### src/rtl/mem_check_seq.sv
// mem_check_seq: preloads a data memory, releases a processor from reset, waits for done
// (with optional timeout), then reads back and compares a table of expected words.
module mem_check_seq #(
    parameter int DW    = 8,
    parameter int AW    = 8,
    parameter int N_PRE = 4,
    parameter int N_CHK = 4,
    parameter int TW    = 16
) (
    input  logic                       i_clk,
    input  logic                       i_rst_n,
    input  logic                       i_start,
    input  logic [$clog2(N_PRE+1)-1:0] i_pre_cnt,
    input  logic [$clog2(N_CHK+1)-1:0] i_chk_cnt,
    input  logic [N_PRE*AW-1:0]        i_pre_addr,
    input  logic [N_PRE*DW-1:0]        i_pre_data,
    input  logic [N_CHK*AW-1:0]        i_chk_addr,
    input  logic [N_CHK*DW-1:0]        i_chk_exp,
    input  logic [TW-1:0]              i_tmo_limit,
    output logic                       o_dut_reset,
    input  logic                       i_dut_done,
    output logic                       o_mem_we,
    output logic [AW-1:0]              o_mem_addr,
    output logic [DW-1:0]              o_mem_wdata,
    input  logic [DW-1:0]              i_mem_rdata,
    output logic                       o_busy,
    output logic                       o_pass,
    output logic                       o_fail,
    output logic                       o_timed_out,
    output logic [$clog2(N_CHK):0]     o_fail_idx
);
    localparam int PCW = $clog2(N_PRE + 1);
    localparam int CCW = $clog2(N_CHK + 1);
    localparam int IW  = PCW > CCW ? PCW : CCW;
    localparam int FIW = $clog2(N_CHK) + 1;

    localparam logic [2:0] S_IDLE    = 3'd0;
    localparam logic [2:0] S_PRELOAD = 3'd1;
    localparam logic [2:0] S_RELEASE = 3'd2;
    localparam logic [2:0] S_WAIT    = 3'd3;
    localparam logic [2:0] S_RD      = 3'd4;
    localparam logic [2:0] S_CMP     = 3'd5;
    localparam logic [2:0] S_DONE    = 3'd6;

    logic [2:0]     r_state;
    logic [IW-1:0]  r_idx;
    logic [TW-1:0]  r_tmo;
    logic           r_pass;
    logic           r_fail;
    logic           r_timed_out;
    logic [FIW-1:0] r_fail_idx;

    logic [PCW-1:0] w_pre_n;
    logic [CCW-1:0] w_chk_n;
    logic [IW-1:0]  w_pre_last;
    logic [IW-1:0]  w_chk_last;
    logic [TW-1:0]  w_tmo_nxt;
    logic [AW-1:0]  w_pre_addr;
    logic [DW-1:0]  w_pre_data;
    logic [AW-1:0]  w_chk_addr;
    logic [DW-1:0]  w_chk_exp;
    logic           w_in_chk;

    // Out-of-range counts clamp to the table size.
    assign w_pre_n    = (i_pre_cnt > PCW'(N_PRE)) ? PCW'(N_PRE) : i_pre_cnt;
    assign w_chk_n    = (i_chk_cnt > CCW'(N_CHK)) ? CCW'(N_CHK) : i_chk_cnt;
    assign w_pre_last = IW'(w_pre_n) - IW'(1);
    assign w_chk_last = IW'(w_chk_n) - IW'(1);
    assign w_tmo_nxt  = r_tmo + TW'(1);
    assign w_pre_addr = i_pre_addr[r_idx*AW +: AW];
    assign w_pre_data = i_pre_data[r_idx*DW +: DW];
    assign w_chk_addr = i_chk_addr[r_idx*AW +: AW];
    assign w_chk_exp  = i_chk_exp[r_idx*DW +: DW];
    assign w_in_chk   = (r_state == S_RD) || (r_state == S_CMP);

    assign o_mem_we    = r_state == S_PRELOAD;
    assign o_mem_addr  = o_mem_we ? w_pre_addr : w_in_chk ? w_chk_addr : '0;
    assign o_mem_wdata = o_mem_we ? w_pre_data : '0;
    assign o_dut_reset = (r_state == S_IDLE) || (r_state == S_PRELOAD) || (r_state == S_DONE);
    assign o_busy      = (r_state != S_IDLE) && (r_state != S_DONE);
    assign o_pass      = r_pass;
    assign o_fail      = r_fail;
    assign o_timed_out = r_timed_out;
    assign o_fail_idx  = r_fail_idx;

    always_ff @(posedge i_clk or negedge i_rst_n) begin
        if (!i_rst_n) begin
            r_state     <= S_IDLE;
            r_idx       <= '0;
            r_tmo       <= '0;
            r_pass      <= 1'b0;
            r_fail      <= 1'b0;
            r_timed_out <= 1'b0;
            r_fail_idx  <= '0;
        end else begin
            case (r_state)
                S_IDLE, S_DONE: begin
                    if (i_start) begin
                        r_pass      <= 1'b0;
                        r_fail      <= 1'b0;
                        r_timed_out <= 1'b0;
                        r_fail_idx  <= '0;
                        r_idx       <= '0;
                        r_state     <= (w_pre_n != '0) ? S_PRELOAD : S_RELEASE;
                    end
                end
                S_PRELOAD: begin
                    if (r_idx == w_pre_last)
                        r_state <= S_RELEASE;
                    else
                        r_idx <= r_idx + IW'(1);
                end
                S_RELEASE: begin
                    r_tmo   <= '0;
                    r_idx   <= '0;
                    r_state <= S_WAIT;
                end
                S_WAIT: begin
                    // Done is checked first so it wins over a simultaneous timeout.
                    if (i_dut_done) begin
                        r_state <= (w_chk_n == '0) ? S_DONE : S_RD;
                        r_pass  <= w_chk_n == '0;
                    end else if (i_tmo_limit != '0 && w_tmo_nxt == i_tmo_limit) begin
                        r_state     <= S_DONE;
                        r_timed_out <= 1'b1;
                        r_fail      <= 1'b1;
                        r_fail_idx  <= FIW'(N_CHK);
                    end else begin
                        r_tmo <= w_tmo_nxt;
                    end
                end
                S_RD: r_state <= S_CMP;
                S_CMP: begin
                    if (i_mem_rdata != w_chk_exp) begin
                        r_state    <= S_DONE;
                        r_fail     <= 1'b1;
                        r_fail_idx <= FIW'(r_idx);
                    end else if (r_idx == w_chk_last) begin
                        r_state <= S_DONE;
                        r_pass  <= 1'b1;
                    end else begin
                        r_idx   <= r_idx + IW'(1);
                        r_state <= S_RD;
                    end
                end
                default: r_state <= S_IDLE;
            endcase
        end
    end
endmodule

### config.mk
export PLATFORM = sky130hd
export DESIGN_NAME = mem_check_seq
export DESIGN_NICKNAME = d
export VERILOG_FILES = /design/src/rtl/mem_check_seq.sv
export SDC_FILE = /design/constraint.sdc
export NUM_CORES = 1
export LEC_CHECK = 0
export CORE_AREA = 2 2 101 103
export CTS_CLUSTER_SIZE = 14
export DETAILED_ROUTE_END_ITERATION = 12
export DIE_AREA = 0 0 103 105
export PLACE_DENSITY = 0.76
export SYNTH_ARGS = -nofsm -noshare
export SYNTH_HDL_FRONTEND = slang
export SYNTH_SLANG_ARGS = --single-unit
### constraint.sdc
create_clock -name i_clk -period 3.1 [get_ports i_clk]
set_clock_uncertainty 0.2 [all_clocks]
set_input_delay 0.31 -clock i_clk [delete_from_list [all_inputs] [get_ports i_clk]]
set_output_delay 0.31 -clock i_clk [all_outputs]
set_load 0.02 [all_outputs]
==> reports/metrics.csv <==
metric,value,unit
syn_area_per_cell,8.909,sq um
CTS Sinks,28,
total congestion overflow,0,
Clk pwr share,8.7,%
critical setup path kind,flop to flop,
Gate power share,72.9,%
"EDFF count, synth",0,
cell row count,36,
drt wl/cell,16.92,um
drt first pass iters,5,
area occupied by multi-input gates,2586,sq um
fin nets,753,
DP Cell Count,708,
Post-Syn Area,3412,sq um
DRT iter0 DRCs,154,
Max Clock Freq,328.0,MHz
clock tree buffer depth,2,
Root Driver,clkbuf_8,
# IOs,187,
switch share,43.12,%
Storage cell area,706.9,sq um
Slew Limit Fails,0,
final instance area,5777,sq um
DPL Wire Length,10.23,mm
Slew headroom,64.59,%
Hold Crit Class,input port to asynchronous set/reset pin,
CTS Hold Bufs,0,
Die X,103,um
initial core utilization,35.40,%
Commonest cells post-synth,"nand2_1 (35), o21ai_0 (34), mux4_2 (32)",
Main synth FF type,dfrtp_1,
Syn Nets,551,
Vias/cell,5.477,
Synth area leaders,"mux4_2 (21%), dfrtp_1 (21%), xnor2_1 (5.1%), o21ai_0 (5.0%), nand2_1 (3.9%)",
Vias,3927,
layout cell share with drive strength beyond 1,16.61,%
"antenna viol nets, final",0,
Net Sw Power,1.434,mW
Final Wtd Congestion,0.9471,
largest net degree at the start of global routing,29,
Filler Cells Inserted,813,
critical path arrival,3030,ps
sequential share of the synthesized area,20.54,%
post-layout min period,3049,ps
Synth cell types,66,
Crit Path Max Fanout,6,
Int Pwr,1.891,mW
worst-margin pin slew,527.2,ps
area added between synthesis and finish,69.31,%
total wire length,12.13,mm
status,completed,
top-count cell post-synth,nand2_1,
"Period Utilization, post-route",98.36,%
Startpoint Class,flop,
CTS tree,built,
final std cells w/o fill,717,
PortBufs,186,
Pleak,2.262,nW
routed length on met2,6.221,mm
pre-CTS WS,-27.80,ps
Core ar.,9639,sq um
number of buffers created by CTS,3,
Worst-Skew Late Latency,290,ps
Placed Area,5580,sq um
DR DRC count,0,
Post-Route M1 WL,4.642,mm
yosys warns,0,
Setup crit end kind,flop,
Die H,105,um
antenna violations before repair,0,
CP Data Required Time,3080,ps
GRT Total Usage,22.25,%
Sequential Power Share,18.4,%
cell count after synthesis,383,
Power Dens Cells,575.6,nW/um^2
Met3 Wirelength,824,um
vias in the first global route,4040,
Final Hold Viols,0,
full die area,10820,sq um
Worst-path clk slew,100,ps
uppermost layer routed,met4,
ANT cells,0,
Total Power,3.325,mW
first-pass GRT wire length,19.12,mm
#FFs+latches synth,28,
Max Cap Violations,0,
Synth area leader,mux4_2,
# setup viols final,0,
Yosys top cell area share,21.12,%
Post-synth ARST share,100.0,%
H-tree Lvls,1,
RSZ-0062 raised after global routing,yes,
Max IR drop VDD,0.0003039,V
final worst slack,50.78,ps
## layer usage
metal  track usage (%)  vias up
met4             8.365        0
li1                  -     1866
met2             38.31      190
met1             27.23     1837
met5                 0        -
met3             3.946       34
## cell families (layout without fill, tap and decap cells)
family / after synthesis / count (layout) / share of synthesized area [%]
AO/OA/AOI/OAI: 93 / 93 / 19.40
XOR/XNOR: 30 / 30 / 7.701
adder cells (fa/ha/maj): 6 / 6 / 2.200
buffers and inverters: 47 / 247 / 5.684
flip-flops: 28 / 28 / 20.54
multiplexers: 36 / 36 / 22.52
AND/OR/NAND/NOR: 143 / 144 / 21.97
## metrics by stage
step           setup TNS [ps]  util, %  hold WS (ps)
4_1_cts                     0    58.75         209.6
2_1_floorplan               0        -        -185.6
3_5_place_dp           -39.00    57.89         289.2
5_1_grt                -119.8    59.93         222.3
3_3_place_gp           -25.74    57.89         274.9
6_report                    0    59.93         194.3
## registers in the layout, indices dropped and copies added (netlist names)
register	cells
r_tmo	16
o_fail_idx	3
r_idx	3
r_state	3
o_fail	1
o_pass	1
o_timed_out	1
## power groups by stage
stage	clock network [mW]	logic (mW)	registers, mW
2_1_floorplan	0	1.43	0.582
3_3_place_gp	0	2.31	0.601
3_5_place_dp	0	2.35	0.609
4_1_cts	0.298	2.37	0.602
5_1_grt	0.312	2.60	0.628
6_report	0.290	2.42	0.611
## final timing paths
check	cells after the start	start	endpoint	slack (ps)
hold / removal	2	i_rst_n	r_tmo[11]$_DFFE_PN0P_	190
max in group asynchronous	2	i_rst_n	r_idx[0]$_DFFE_PN0P_	2180
min in group i_clk	2	o_fail$_DFFE_PN0P_	o_fail$_DFFE_PN0P_	310
setup reg to reg	8	r_tmo[9]$_DFFE_PN0P_	r_state[1]$_DFFE_PN0P_	50
hold reg to reg	2	o_fail$_DFFE_PN0P_	o_fail$_DFFE_PN0P_	310
setup / recovery	8	r_tmo[9]$_DFFE_PN0P_	r_state[1]$_DFFE_PN0P_	50
## critical path, cell delays in order (launching register included)
cell       delay, ps
dfrtp_1          370
nand4_1          190
or4_4            540
or3_4            390
a2111oi_4        310
a41o_2           320
nor2_4            70
a211oi_2         200
mux2_1           340
## cell usage in the layout, fill, tap and decap left out, types with 3 or more instances in the layout
cell type and n:
a211o_1 4, a21o_1 5, a21oi_1 10, a221o_1 3, a22o_1 5, a41oi_1 3
and3_1 16, and4_1 3, buf_4 31, buf_6 3, clkbuf_8 3, clkdlybuf4s50_1 186
dfrtp_1 25, ha_1 6, inv_1 20, mux4_2 32, nand2_1 33, nand2b_1 8
nand3_1 15, nand4_1 10, nor2_1 22, nor3_1 9, nor4_1 4, o21ai_0 33
or3_1 3, xnor2_1 20, xor2_1 10
## area by class of cell
cell class	instances	area share, %
multi-input combinational	309	44.77
inverter	21	1.429
tap	133	2.881
timing repair buffer	222	37.45
sequential	28	12.24
clock inverter	1	0.5198
clock buffer	3	0.7147
## what timing repair did
item,4_1_cts,5_1_grt
resized for setup,1,22
endpoints found under the setup margin,6,24
pin swaps,3,6
setup buffers,1,3
cloned,0,1
No activity file was read; power rests on OpenSTA's default activity.
